==> src/rtl/rs_decoder_job_ctrl_if.sv <==
// Host-side bus of the RS decoder job controller: MMIO write channel from
// the CCI-P decode plus the DSM completion-record handshake.
interface rs_decoder_job_ctrl_if;
    logic        mmio_wr_valid;
    logic [15:0] mmio_wr_addr;
    logic [63:0] mmio_wr_data;
    logic        dsm_wr_req;
    logic [63:0] dsm_wr_data;
    logic        dsm_wr_ack;

    modport master (
        output mmio_wr_valid,
        output mmio_wr_addr,
        output mmio_wr_data,
        output dsm_wr_ack,
        input  dsm_wr_req,
        input  dsm_wr_data
    );

    modport slave (
        input  mmio_wr_valid,
        input  mmio_wr_addr,
        input  mmio_wr_data,
        input  dsm_wr_ack,
        output dsm_wr_req,
        output dsm_wr_data
    );
endinterface

==> src/rtl/rs_decoder_job_ctrl.sv <==
// MMIO-programmed job controller for the Reed-Solomon decoder AFU: holds the
// descriptor table, sequences the rd/wr engines and posts a DSM completion record.
module rs_decoder_job_ctrl #(
    parameter int unsigned NUM_BUFFERS   = 2,
    parameter logic [15:0] BUF_BASE_BYTE = 16'h120,
    parameter logic [15:0] DSM_BYTE      = 16'h110,
    parameter logic [15:0] CTRL_BYTE     = 16'h118
) (
    input  logic                      clk,
    input  logic                      reset_n,
    rs_decoder_job_ctrl_if.slave      host,
    output logic [64*NUM_BUFFERS-1:0] buf_addr,
    output logic [32*NUM_BUFFERS-1:0] buf_size,
    output logic [63:0]               dsm_base,
    output logic                      eng_rst,
    output logic                      rd_start,
    output logic                      wr_start,
    output logic                      eng_abort,
    input  logic                      rd_done,
    input  logic                      wr_done,
    output logic                      busy,
    output logic [31:0]               job_count,
    output logic                      err_oob,
    output logic                      err_busy_wr
);

    localparam logic [15:0] DSM_WORD  = DSM_BYTE >> 2;
    localparam logic [15:0] CTRL_WORD = CTRL_BYTE >> 2;
    localparam logic [15:0] BUF_WORD  = BUF_BASE_BYTE >> 2;
    localparam logic [15:0] NUM_BUF_W = 16'(NUM_BUFFERS);

    typedef enum logic [2:0] {
        S_RESET,
        S_IDLE,
        S_LAUNCH,
        S_BUSY,
        S_ABORT,
        S_DSM
    } state_t;

    state_t      state;
    state_t      state_nxt;
    logic        rd_seen;
    logic        wr_seen;
    logic        rd_seen_nxt;
    logic        wr_seen_nxt;
    logic        job_done;

    logic        word_ok;
    logic        dsm_hit;
    logic        ctrl_hit;
    logic        buf_hit;
    logic        buf_oob;
    logic [15:0] buf_idx;
    logic [31:0] cmd;
    logic        cmd_assert;
    logic        cmd_deassert;
    logic        cmd_start;
    logic        cmd_stop;

    logic [63:0] addr_q [NUM_BUFFERS];
    logic [31:0] size_q [NUM_BUFFERS];

    // Only even word addresses below 0x100 decode; odd halves of 64-bit CSRs are ignored.
    always_comb begin
        word_ok  = host.mmio_wr_valid && (host.mmio_wr_addr < 16'h100) && !host.mmio_wr_addr[0];
        dsm_hit  = word_ok && (host.mmio_wr_addr == DSM_WORD);
        ctrl_hit = word_ok && (host.mmio_wr_addr == CTRL_WORD);
        buf_hit  = word_ok && (host.mmio_wr_addr >= BUF_WORD) && !dsm_hit && !ctrl_hit;
        buf_idx  = (host.mmio_wr_addr - BUF_WORD) >> 2;
        buf_oob  = buf_hit && (buf_idx >= NUM_BUF_W);
        cmd      = host.mmio_wr_data[31:0];
    end

    assign cmd_assert   = ctrl_hit && (cmd == 32'd0);
    assign cmd_deassert = ctrl_hit && (cmd == 32'd1);
    assign cmd_start    = ctrl_hit && (cmd == 32'd3);
    assign cmd_stop     = ctrl_hit && (cmd == 32'd7);

    // Done pulses are captured from LAUNCH onward so an engine finishing instantly is not lost.
    always_comb begin
        state_nxt   = state;
        rd_seen_nxt = rd_seen;
        wr_seen_nxt = wr_seen;
        job_done    = 1'b0;
        case (state)
            S_RESET: begin
                if (cmd_deassert) state_nxt = S_IDLE;
            end
            S_IDLE: begin
                if (cmd_start) begin
                    state_nxt   = S_LAUNCH;
                    rd_seen_nxt = 1'b0;
                    wr_seen_nxt = 1'b0;
                end
            end
            S_LAUNCH: begin
                rd_seen_nxt = rd_seen | rd_done;
                wr_seen_nxt = wr_seen | wr_done;
                state_nxt   = S_BUSY;
            end
            S_BUSY: begin
                rd_seen_nxt = rd_seen | rd_done;
                wr_seen_nxt = wr_seen | wr_done;
                if (rd_seen_nxt && wr_seen_nxt) state_nxt = S_DSM;
                else if (cmd_stop)              state_nxt = S_ABORT;
            end
            S_ABORT: begin
                rd_seen_nxt = rd_seen | rd_done;
                wr_seen_nxt = wr_seen | wr_done;
                if (rd_seen_nxt && wr_seen_nxt) state_nxt = S_IDLE;
            end
            S_DSM: begin
                if (host.dsm_wr_ack) begin
                    state_nxt = S_IDLE;
                    job_done  = 1'b1;
                end
            end
            default: state_nxt = S_RESET;
        endcase
        if (cmd_assert) begin
            state_nxt   = S_RESET;
            rd_seen_nxt = 1'b0;
            wr_seen_nxt = 1'b0;
            job_done    = 1'b0;
        end
    end

    // Outputs are decoded from the next state so they line up with the state register.
    always_ff @(posedge clk or negedge reset_n) begin
        if (!reset_n) begin
            state           <= S_RESET;
            rd_seen         <= 1'b0;
            wr_seen         <= 1'b0;
            eng_rst         <= 1'b1;
            rd_start        <= 1'b0;
            wr_start        <= 1'b0;
            eng_abort       <= 1'b0;
            busy            <= 1'b0;
            host.dsm_wr_req <= 1'b0;
            job_count       <= 32'd0;
        end else begin
            state           <= state_nxt;
            rd_seen         <= rd_seen_nxt;
            wr_seen         <= wr_seen_nxt;
            eng_rst         <= (state_nxt == S_RESET);
            rd_start        <= (state_nxt == S_LAUNCH);
            wr_start        <= (state_nxt == S_LAUNCH);
            eng_abort       <= (state_nxt == S_ABORT);
            busy            <= (state_nxt == S_LAUNCH) || (state_nxt == S_BUSY) ||
                               (state_nxt == S_ABORT)  || (state_nxt == S_DSM);
            host.dsm_wr_req <= (state_nxt == S_DSM);
            if (job_done) job_count <= job_count + 32'd1;
        end
    end

    // Out-of-range descriptor writes take precedence over the busy check.
    always_ff @(posedge clk or negedge reset_n) begin
        if (!reset_n) begin
            for (int i = 0; i < int'(NUM_BUFFERS); i++) begin
                addr_q[i] <= 64'd0;
                size_q[i] <= 32'd0;
            end
            dsm_base    <= 64'd0;
            err_oob     <= 1'b0;
            err_busy_wr <= 1'b0;
        end else begin
            if (buf_oob) begin
                err_oob <= 1'b1;
            end else if ((buf_hit || dsm_hit) && busy) begin
                err_busy_wr <= 1'b1;
            end else if (dsm_hit) begin
                dsm_base <= host.mmio_wr_data;
            end else if (buf_hit) begin
                for (int i = 0; i < int'(NUM_BUFFERS); i++) begin
                    if (buf_idx == 16'(i)) begin
                        if (host.mmio_wr_addr[1]) size_q[i] <= host.mmio_wr_data[31:0];
                        else                      addr_q[i] <= host.mmio_wr_data;
                    end
                end
            end
        end
    end

    for (genvar g = 0; g < int'(NUM_BUFFERS); g++) begin : g_pack
        assign buf_addr[64*g +: 64] = addr_q[g];
        assign buf_size[32*g +: 32] = size_q[g];
    end

    assign host.dsm_wr_data = {32'h1, job_count};

endmodule

==> src/flat_wrapper.sv <==
// flat-port wrapper written by rule: the top's interface ports become plain ports
module rs_decoder_job_ctrl_flat 
#(
    parameter int unsigned NUM_BUFFERS   = 2,
    parameter logic [15:0] BUF_BASE_BYTE = 16'h120,
    parameter logic [15:0] DSM_BYTE      = 16'h110,
    parameter logic [15:0] CTRL_BYTE     = 16'h118
)
  (clk, reset_n, buf_addr, buf_size, dsm_base, eng_rst, rd_start, wr_start, eng_abort, rd_done, wr_done, busy, job_count, err_oob, err_busy_wr, host_mmio_wr_valid, host_mmio_wr_addr, host_mmio_wr_data, host_dsm_wr_ack, host_dsm_wr_req, host_dsm_wr_data);
  rs_decoder_job_ctrl_if host_i ();
  input  logic clk;
  input  logic reset_n;
  output logic [64*NUM_BUFFERS-1:0] buf_addr;
  output logic [32*NUM_BUFFERS-1:0] buf_size;
  output logic [63:0] dsm_base;
  output logic eng_rst;
  output logic rd_start;
  output logic wr_start;
  output logic eng_abort;
  input  logic rd_done;
  input  logic wr_done;
  output logic busy;
  output logic [31:0] job_count;
  output logic err_oob;
  output logic err_busy_wr;
  input wire logic [$bits(host_i.mmio_wr_valid)-1:0] host_mmio_wr_valid;
  input wire logic [$bits(host_i.mmio_wr_addr)-1:0] host_mmio_wr_addr;
  input wire logic [$bits(host_i.mmio_wr_data)-1:0] host_mmio_wr_data;
  input wire logic [$bits(host_i.dsm_wr_ack)-1:0] host_dsm_wr_ack;
  output wire logic [$bits(host_i.dsm_wr_req)-1:0] host_dsm_wr_req;
  output wire logic [$bits(host_i.dsm_wr_data)-1:0] host_dsm_wr_data;
  assign host_i.mmio_wr_valid = host_mmio_wr_valid;
  assign host_i.mmio_wr_addr = host_mmio_wr_addr;
  assign host_i.mmio_wr_data = host_mmio_wr_data;
  assign host_i.dsm_wr_ack = host_dsm_wr_ack;
  assign host_dsm_wr_req = host_i.dsm_wr_req;
  assign host_dsm_wr_data = host_i.dsm_wr_data;
  rs_decoder_job_ctrl #(.NUM_BUFFERS(NUM_BUFFERS), .BUF_BASE_BYTE(BUF_BASE_BYTE), .DSM_BYTE(DSM_BYTE), .CTRL_BYTE(CTRL_BYTE)) u_core (.clk(clk), .reset_n(reset_n), .host(host_i), .buf_addr(buf_addr), .buf_size(buf_size), .dsm_base(dsm_base), .eng_rst(eng_rst), .rd_start(rd_start), .wr_start(wr_start), .eng_abort(eng_abort), .rd_done(rd_done), .wr_done(wr_done), .busy(busy), .job_count(job_count), .err_oob(err_oob), .err_busy_wr(err_busy_wr));
endmodule
==> config.mk <==
export PLATFORM = sky130hd
export DESIGN_NAME = rs_decoder_job_ctrl_flat
export DESIGN_NICKNAME = d
export VERILOG_FILES = /design/src/rtl/rs_decoder_job_ctrl_if.sv /design/src/rtl/rs_decoder_job_ctrl.sv /design/src/flat_wrapper.sv
export SDC_FILE = /design/constraint.sdc
export NUM_CORES = 1
export LEC_CHECK = 0
export CORE_MARGIN = 3
export CORE_UTILIZATION = 45
export CTS_BUF_LIST = sky130_fd_sc_hd__clkbuf_16
export DETAILED_ROUTE_END_ITERATION = 6
export GPL_ROUTABILITY_DRIVEN = 0
export GPL_TIMING_DRIVEN = 1
export HOLD_SLACK_MARGIN = 0.08
export PLACE_DENSITY = 0.87
export SYNTH_ARGS = -nofsm -noshare
export SYNTH_HDL_FRONTEND = slang
export SYNTH_SLANG_ARGS = --single-unit
==> constraint.sdc <==
create_clock -name clk -period 3.3 [get_ports clk]
set_clock_uncertainty 0.15 [all_clocks]
set_input_delay 0.495 -clock clk [delete_from_list [all_inputs] [get_ports clk]]
set_output_delay 0.495 -clock clk [all_outputs]
set_load 0.05 [all_outputs]
==> flow_summary_export.csv, run 1 <==
group,metric,value,unit
status,status,"completed",
power_and_ir_drop,finalPower,7697,uW
power_and_ir_drop,total_leakage_power,0.008763,uW
timing,worst_slack,129.2,ps
grt,grt_start_max_net_pins,75,
yosys,syn_inst,879,
place,post-place-ws,-458.6,ps
cts,clk_path_buf_depth,3,
yosys,yosys_warnings,0,
yosys,synth_edf_count,0,
drt,dr.pass1.iters,5,
power_and_ir_drop,peakVddDrop,0.4087,mV
power_and_ir_drop,internal_power,5805,uW
cells_and_area,n_fill_cell,1849,
power_and_ir_drop,swShare,0.2458,
yosys,netlist.top_cell.by_area,"dfrtp_1",
timing,timing.setup.tns,0,ps
grt,grt_pass1_vias,9835,
cells_and_area,fin_nets,1429,
yosys,synth_top_area_frac,0.5952,
place,place_hpwl,27.56,mm
grt,grt_pass1_wl,59.86,mm
yosys,synthTopCellsByCount,"299 x dfrtp_1, 188 x mux2_2, 69 x mux2_1",
timing,setup_violations,0,
hold_path,hp-class,"reg2reg",
yosys,synthArstFlopShare,1.000,
yosys,synthTopCellsByArea,"dfrtp_1 60%, mux2_2 17%, mux2_1 6.2%",
die,start_util,0.4626,
cts,htree_levels,2,
yosys,ys_ff_latch,300,
place,place_area,17360,um^2
timing,slew_violations,0,
yosys,synth.most_common_cell,"dfrtp_1",
cts,clock-sinks,300,
timing,min_period,3171,ps
timing,timing.final.crit_share,0.9608,
cts,cts_buffers,34,
drt,routed_wl,38.26,mm
drt,drc_errors,0,
cells_and_area,drive_above_1_share,0.2344,
timing,tightest_slew,617.7,ps
timing,max_freq,315.4,MHz
drt,routed-via-count,8997,
job,drv_cap,0,
die,ios,446,
setup_path,path_class,"in2reg",
setup_path,startpoint_type,"primary input",
drt,dr.first_iter.drc_count,395,
setup_path,end_kind,"flop",
cts,worstSkewPairLatency,490,ps
drt,viasPerCell,5.189,
drt,final_antenna_net_count,0,
power_and_ir_drop,p_per_area,419.7,nW/um^2
power_and_ir_drop,pwr-share-seq,0.488,
cts,clkTransAtPathRegs,60,ps
die,coreArea,27180,um^2
place,port_buffers,413,
yosys,syn_area,12570,um^2
timing,rsz0062_at_grt,"false",
yosys,ys_types,54,
setup_path,critPathMaxFanout,14,
cells_and_area,syn2layout_area_growth,45.89,%
yosys,avgSynthCellArea,14.30,um^2
grt,grt-ovfl-total,0,
power_and_ir_drop,p_comb_frac,0.084,
timing,max_slew_margin,0.5869,
cts,cts_root_buf,"clkbuf_16",
setup_path,arrival,3390,ps
power_and_ir_drop,switchingPower,1892,uW
grt,antenna_found_initial,1,
die,dieWidth,173.1,um
die,row_count,60,
die,dieArea,29980,um^2
cts,post_cts_buffers,0,
yosys,ys.flop_type,"dfrtp_1",
die,die_h,173.1,um
cts,cts_tree,"done",
timing,finalHoldViolations,0,
power_and_ir_drop,pwr-share-clk,0.428,
setup_path,required,3520,ps
grt,grt_use_total,0.2538,
yosys,yosysSeqAreaShare,0.5973,
cells_and_area,post-route-cell-area,18340,um^2
drt,detail_route.wl_per_cell,22.06,um
==> area by class of cell <==
cell class                 instances  area, um^2  share of cell area
sequential                       300        7508              0.4094
inverter                          12       45.04            0.002456
timing repair buffer             494        4928              0.2687
clock buffer                      34       850.8             0.04639
multi-input combinational        497        4432              0.2416
antenna                            1       2.502           0.0001364
clock inverter                    24       107.6            0.005867
tap                              372       465.4             0.02538
==> layout by cell type, fill, tap and decap left out, types with 13 or more instances in the layout <==
cell,instances
nor2_1,20
nand2_1,15
conb_1,32
clkbuf_16,34
nor3_1,20
buf_12,14
clkinv_1,14
buf_4,65
inv_1,17
clkdlybuf4s50_1,412
dfrtp_1,299
mux2_1,69
nor4_1,14
mux2_2,188
xor2_1,20
xnor2_1,13
nand3_1,16
==> kinds of logic after synthesis <==
logic type,count (synthesis),share of synthesized area
flops,300,0.5973
mux,259,0.2318
simple gates,137,0.06300
buf+inv,112,0.06161
xor+xnor,33,0.02299
compound gates,32,0.01871
fa+ha+maj,4,0.003981
other cells,2,0.0005974
==> registers in the layout (all words and copies together) (netlist names) <==
register                count
u_core.rd_seen              1
u_core.state                3
u_core.job_count           32
u_core.buf_size            64
u_core.err_oob              1
u_core.buf_addr           128
u_core.rd_start             1
u_core.err_busy_wr          1
u_core.wr_seen              1
u_core.eng_rst              1
u_core.host.dsm_wr_req      1
u_core.dsm_base            64
u_core.busy                 1
u_core.eng_abort            1
==> worst max-delay path: stages <==
cell and delay [ps]:
clkdlybuf4s50_1 460, or3_1 430, a2111oi_1 350, buf_4 190
mux2i_1 260, nand4_4 130, buf_4 180, nor4_4 160
buf_4 220, buf_12 160, mux2_1 340
==> power groups by stage <==
stage / Combinational, uW / Clock, uW / Sequential (uW)
3_5_place_dp: 643 / 0 / 3820
5_1_grt: 687 / 3520 / 3760
2_1_floorplan: 265 / 0 / 3870
6_report: 647 / 3290 / 3760
4_1_cts: 647 / 3360 / 3750
3_3_place_gp: 628 / 0 / 3820
==> path summary, 6_finish.rpt <==
kind | startpoint | end | slack (ps) | cells past startpoint
min reg2reg | u_core.err_busy_wr | u_core.err_busy_wr | 320 | 1
min in group asynchronous | reset_n | u_core.buf_addr[71] | 380 | 2
max | host_mmio_wr_addr[10] | u_core.buf_addr[39] | 130 | 11
max reg2reg | u_core.job_count[4] | u_core.job_count[31] | 720 | 7
max in group asynchronous | reset_n | u_core.buf_size[61] | 1740 | 3
min | u_core.err_busy_wr | u_core.err_busy_wr | 320 | 1
==> repair_timing <==
item	4_1_cts	5_1_grt
hold buffers	1	0
hold endpoints to repair	64	0
gates resized for setup	0	2
endpoints found under the setup margin	0	67
==> per-stage QoR <==
stage	hold slack [ps]	instances	utilization
finish	319.3	1734	0.6749
global route	338.0	1734	0.6749
CTS	316.8	1733	0.6746
detailed placement	305.7	1674	0.6390
global placement	293.1	1674	0.6390
floorplan	49.41	909	-
==> per-layer routing <==
metal	vias up	GRT usage	wire length, um	share of wire
li1	3948	-	-	-
met4	0	0.07770	1031	0.027
met1	4554	0.2873	13790	0.36
met3	67	0.09025	3826	0.10
met5	-	0	0	0
met2	428	0.4505	19610	0.51
No activity file was read; power rests on OpenSTA's default activity.
==> inputs of run 2 (changes only) <==
--- a/config.mk
+++ b/config.mk
@@ -5,6 +5,7 @@
 export SDC_FILE = /design/constraint.sdc
 export NUM_CORES = 1
 export LEC_CHECK = 0
+export CORE_ASPECT_RATIO = 0.75
 export CORE_MARGIN = 3
 export CORE_UTILIZATION = 45
 export CTS_BUF_LIST = sky130_fd_sc_hd__clkbuf_16
==> run 2 against run 1 <==
  * Non-clock buffer count did not move
  * Core utilization fell by 0.63 points
  * Critical path depth did not move
  * Clock power fell by 9.4%
  * Sequential share of layout area rose by 0.26 points
  * Critical endpoint is now u_core.buf_addr[92]
  * Sequential cell count did not move
  * Count of clock-buffer cells in the layout fell by 5
  * Worst setup slack improved by 90 ps
  * Final cell count fell by 1.6%
  * Via count fell by 2.5%
  * Critical path type unchanged
  * Register-to-register slack got worse by 200 ps
  * Highest routed layer unchanged
  * First-iteration DRC count fell by 0.76%
==> flow_summary_export.csv, run 2 (synthesized netlist as in run 1, its figures left out) <==
group,metric,value,unit
status,status,"completed",
place,port_buffers,413,
grt,grt-ovfl-total,0,
grt,grt_pass1_vias,9399,
power_and_ir_drop,peakVddDrop,0.3921,mV
power_and_ir_drop,p_per_area,404.9,nW/um^2
cells_and_area,utilization,0.6685,
place,place_hpwl,27.21,mm
grt,grt_pass1_wl,55.90,mm
cts,clock-sinks,300,
setup_path,slowest_stage,"or3_4",
setup_path,max_stage_delay,460,ps
drt,dr.first_iter.drc_count,392,
die,ios,446,
place,place_area,17380,um^2
setup_path,worst-path-buf-inv,4,
timing,timing.setup.tns,0,ps
timing,setup_violations,0,
power_and_ir_drop,swShare,0.2507,
setup_path,required,3580,ps
place,dp.cells,1653,
die,row_count,52,
grt,antenna_found_initial,1,
drt,detail_route.wl_per_cell,21.66,um
job,drv_cap,0,
hold_path,hp-class,"reg2reg",
cts,clkTransAtPathRegs,60,ps
power_and_ir_drop,pwr-share-seq,0.509,
cts,htree_levels,1,
cts,worstSkewPairLatency,550,ps
setup_path,reg2reg_slack,520,ps
setup_path,startpoint_type,"primary input",
cells_and_area,drive_above_1_share,0.2334,
die,dieArea,30000,um^2
drt,routed_wl,36.98,mm
timing,max_freq,324.5,MHz
power_and_ir_drop,internal_power,5529,uW
timing,timing.final.crit_share,0.9337,
die,coreArea,27260,um^2
power_and_ir_drop,p_comb_frac,0.087,
setup_path,end_kind,"flop",
die,dieWidth,199.0,um
timing,slew_violations,0,
setup_path,arrival,3360,ps
cts,post_cts_buffers,0,
grt,grt_use_total,0.2405,
setup_path,crit_family,"buffers and inverters",
place,post-place-ws,-347.4,ps
drt,viasPerCell,5.140,
timing,worst_slack,218.7,ps
cells_and_area,final_cell_mix,"412 x clkdlybuf4s50_1, 299 x dfrtp_1, 188 x mux2_2",
cells_and_area,fin_nets,1424,
grt,grt_start_max_net_pins,76,
cells_and_area,final_cells,1707,
cells_and_area,syn2layout_area_growth,44.98,%
drt,drc_errors,0,
power_and_ir_drop,switchingPower,1850,uW
setup_path,path_cells,"clkdlybuf4s50_1 > inv_1 > ha_1 > nand2b_1 > a2111oi_0 > buf_4 > mux2i_1 > nand4_4 > or3_4 > buf_12 > mux2_1",
drt,dr.pass1.iters,4,
cts,cts_tree,"done",
setup_path,path_class,"in2reg",
cells_and_area,final_common_cell,"clkdlybuf4s50_1",
cts,clk_path_buf_depth,3,
timing,max_slew_margin,0.5833,
cells_and_area,n_fill_cell,1865,
timing,rsz0062_at_grt,"false",
drt,final_antenna_net_count,0,
die,die_h,150.7,um
timing,min_period,3081,ps
die,start_util,0.4611,
power_and_ir_drop,pwr-share-clk,0.404,
timing,tightest_slew,623.1,ps
timing,finalHoldViolations,0,
power_and_ir_drop,total_leakage_power,0.008730,uW
cts,cts_buffers,29,
cells_and_area,largest_reg_flops,128,
setup_path,critPathMaxFanout,31,
cts,cts_root_buf,"clkbuf_16",
drt,routed-via-count,8774,
cells_and_area,post-route-cell-area,18230,um^2
run 2: cell types whose count changed in the layout (fill, tap and decap cells not counted), moves of 2 or more:
cell       delta
inv_1         +5
clkinv_1      -9
clkbuf_16     -5
buf_4         -2
buf_12        +3
run 2: routing by layer:
metal | track usage | vias up | share of wire
met3 | 0.08166 | 45 | 0.091
met4 | 0.05337 | 0 | 0.022
met5 | 0 | - | 0
li1 | - | 3949 | -
met1 | 0.3006 | 4435 | 0.39
met2 | 0.4082 | 345 | 0.49
run 2: path summary, 6_finish.rpt:
kind,start,end,depth (start not counted)
worst max register to register,u_core.job_count[3],u_core.job_count[31],6
max in group asynchronous,reset_n,u_core.buf_addr[47],3
worst min-delay path,u_core.err_oob,u_core.err_oob,1
worst min register to register,u_core.err_oob,u_core.err_oob,1
min in group asynchronous,reset_n,u_core.dsm_base[40],2
worst max-delay path,host_mmio_wr_addr[3],u_core.buf_addr[92],11
run 2: area by class of cell:
| type | count | area, um^2 | share of cell area |
|---|---|---|---|
| repair buffers | 494 | 4962 | 0.2723 |
| diodes | 2 | 5.005 | 0.0002746 |
| clock buffers | 29 | 725.7 | 0.03982 |
| well taps | 351 | 439.2 | 0.02410 |
| multi-input cells | 497 | 4431 | 0.2431 |
| flip-flops and latches | 300 | 7508 | 0.4120 |
| inverters | 12 | 45.04 | 0.002472 |
| clock inverters | 22 | 108.9 | 0.005973 |
run 2: power by group through the flow:
stage                     clock [uW]  combinational, uW  sequential [uW]
after floorplan                    0                265             3870
final                           2980                641             3750
after global placement             0                624             3820
after detailed placement           0                641             3820
after global routing            3200                688             3750
after CTS                       3050                643             3750
run 2: stage by stage:
stage / power, uW / hold slack, ps
2_1_floorplan: 4136 / 49.41
3_3_place_gp: 4441 / 288.3
3_5_place_dp: 4461 / 315.2
4_1_cts: 7443 / 329.6
5_1_grt: 7638 / 350.9
6_report: 7380 / 329.5
run 2: repair_timing:
| item | in CTS | in global routing |
|---|---|---|
| endpoints found under the hold margin | 70 | 0 |
| hold buffers | 1 | 0 |
| gates resized for setup | 0 | 0 |
==> inputs of run 3 (changes only) <==
--- a/config.mk
+++ b/config.mk
@@ -5,8 +5,9 @@
 export SDC_FILE = /design/constraint.sdc
 export NUM_CORES = 1
 export LEC_CHECK = 0
-export CORE_ASPECT_RATIO = 0.75
-export CORE_MARGIN = 3
+export ABC_CLOCK_PERIOD_IN_PS = 3300
+export CORE_ASPECT_RATIO = 1.5
+export CORE_MARGIN = 4
 export CORE_UTILIZATION = 45
 export CTS_BUF_LIST = sky130_fd_sc_hd__clkbuf_16
 export DETAILED_ROUTE_END_ITERATION = 6
==> run 3 against run 2 <==
  * Fmax is 3.3% lower
  * Combinational power up 2%
  * Register-to-register slack better by 220 ps
  * Count of clock-buffer cells in the layout decreased by 1
  * Wire length rose by 1.4%
  * Clock power up 9.4%
  * Critical path type unchanged
  * Die area grew 2.4%
  * Sequential cell count unchanged
  * Non-clock buffer count rose by 3
  * Sequential share of layout area down 0.18 points
==> flow_summary_export.csv, run 3 (synthesized netlist as in run 1, its figures left out) <==
group,metric,value,unit
status,status,"completed",
timing,slew_violations,0,
die,die_h,212.7,um
drt,dr.max_layer_used,"met4",
setup_path,end_kind,"flop",
drt,routed-via-count,8840,
cts,worstSkewPairLatency,540,ps
setup_path,worst-path-buf-inv,6,
cts,htree_levels,1,
cells_and_area,multi_input_area,4447,um^2
setup_path,path_cells,"clkdlybuf4s50_1 > inv_1 > ha_1 > nand2b_1 > a2111oi_2 > buf_4 > mux2i_2 > nand4_4 > buf_12 > nor4_4 > buf_4 > clkbuf_16 > mux2_2",
job,drv_cap,0,
drt,detail_route.wl_per_cell,22.07,um
cells_and_area,syn2layout_area_growth,45.63,%
power_and_ir_drop,swShare,0.2426,
place,place_hpwl,27.40,mm
power_and_ir_drop,internal_power,5807,uW
cells_and_area,fin_nets,1426,
power_and_ir_drop,finalPower,7667,uW
die,row_count,74,
setup_path,slowest_stage,"clkdlybuf4s50_1",
power_and_ir_drop,p_comb_frac,0.086,
timing,finalHoldViolations,0,
cells_and_area,final_common_cell,"clkdlybuf4s50_1",
cells_and_area,drive_above_1_share,0.2410,
grt,grt-ovfl-total,0,
die,ios,446,
place,port_buffers,413,
setup_path,crit_family,"buffers and inverters",
power_and_ir_drop,switchingPower,1860,uW
drt,met1Wirelength,13.60,mm
power_and_ir_drop,p_per_area,418.8,nW/um^2
cts,clkTransAtPathRegs,70,ps
hold_path,hp-class,"in2async",
timing,max_freq,313.7,MHz
drt,wl_met2,20.07,mm
cts,cts_tree,"done",
cells_and_area,post-route-cell-area,18310,um^2
setup_path,startpoint_type,"primary input",
drt,final_antenna_net_count,0,
die,start_util,0.4587,
cts,clk_path_buf_depth,3,
grt,grt_start_max_net_pins,115,
grt,antenna_found_initial,1,
cells_and_area,largest_reg_flops,128,
cts,cts_root_buf,"clkbuf_16",
setup_path,arrival,3460,ps
timing,timing.final.crit_share,0.9658,
timing,max_slew_margin,0.5607,
setup_path,required,3570,ps
setup_path,cp_common_cell,"buf_4",
power_and_ir_drop,pwr-share-seq,0.489,
timing,rsz0062_at_grt,"false",
grt,grt_use_total,0.2355,
die,dieArea,30730,um^2
die,coreArea,27410,um^2
cells_and_area,regArea,7508,um^2
power_and_ir_drop,total_leakage_power,0.008759,uW
cells_and_area,n_fill_cell,1977,
drt,routed_wl,37.52,mm
timing,setup_violations,0,
setup_path,critPathMaxFanout,25,
setup_path,path_class,"in2reg",
drt,wl_met3,2.209,mm
power_and_ir_drop,peakVddDrop,0.4424,mV
drt,dr.first_iter.drc_count,349,
place,place_area,17310,um^2
drt,dr.pass1.iters,4,
drt,drc_errors,0,
grt,grt_pass1_wl,55.90,mm
cts,cts_buffers,28,
grt,grt_pass1_vias,9564,
die,dieWidth,144.5,um
timing,tightest_slew,656.9,ps
power_and_ir_drop,pwr-share-clk,0.426,
cells_and_area,final_cell_mix,"412 x clkdlybuf4s50_1, 299 x dfrtp_1, 188 x mux2_2",
drt,viasPerCell,5.200,
setup_path,max_stage_delay,430,ps
timing,min_period,3187,ps
cts,clock-sinks,300,
run 3: cell count changes in the layout (fill, tap and decap cells not counted), sizes merged:
cell / delta
buf: +2
inv: -7
clkinv: +4
bufinv: +4
diode: -1
run 3: layout make-up:
cell class | instances | area share
Antenna cell | 1 | 0.0001367
Clock buffer | 28 | 0.03827
Clock inverter | 23 | 0.01223
Inverter | 12 | 0.002461
Multi-Input combinational cell | 497 | 0.2429
Sequential cell | 300 | 0.4102
Tap cell | 342 | 0.02338
Timing Repair Buffer | 497 | 0.2705
run 3: what timing repair did:
action / in CTS / in global routing
setup endpoints to repair: 0 / 86
hold buffers: 1 / 0
resized for setup: 0 / 8
endpoints found under the hold margin: 257 / 0
buffers inserted: 0 / 2
run 3: per-stage QoR:
step / cells / hold WS (ps) / utilization / setup slack (ps) / TNS [ps]
floorplan: 909 / 49.41 / - / 178.3 / 0
global placement: 1644 / 205.4 / 0.6318 / -403.4 / -62080
detailed placement: 1644 / 208.7 / 0.6318 / -483.7 / -71200
CTS: 1696 / 203.7 / 0.6659 / 84.99 / 0
global route: 1700 / 213.7 / 0.6680 / 6.047 / 0
finish: 1700 / 216.6 / 0.6680 / 112.7 / 0
run 3: per-layer routing:
layer / vias to the layer above / track usage
met2: 337 / 0.4291
li1: 3924 / -
met3: 82 / 0.04526
met5: - / 0
met4: 0 / 0.09752
met1: 4497 / 0.2671
run 3: final timing paths:
check / from / end / cells past startpoint / slack (ps)
hold reg to reg: u_core.err_busy_wr / u_core.err_busy_wr / 1 / 310
hold / removal: reset_n / u_core.buf_addr[97] / 2 / 220
min in group clk: u_core.err_busy_wr / u_core.err_busy_wr / 1 / 310
max in group asynchronous: reset_n / u_core.buf_addr[9] / 3 / 1900
setup reg to reg: u_core.job_count[3] / u_core.job_count[28] / 7 / 740
setup / recovery: host_mmio_wr_addr[3] / u_core.buf_addr[53] / 13 / 110
run 3: power by group through the flow:
| stage | clock network [uW] | registers [uW] | logic (uW) |
|---|---|---|---|
| 2_1_floorplan | 0 | 3870 | 265 |
| 6_report | 3260 | 3750 | 657 |
| 5_1_grt | 3480 | 3750 | 702 |
| 3_3_place_gp | 0 | 3810 | 641 |
| 3_5_place_dp | 0 | 3820 | 655 |
| 4_1_cts | 3340 | 3750 | 659 |
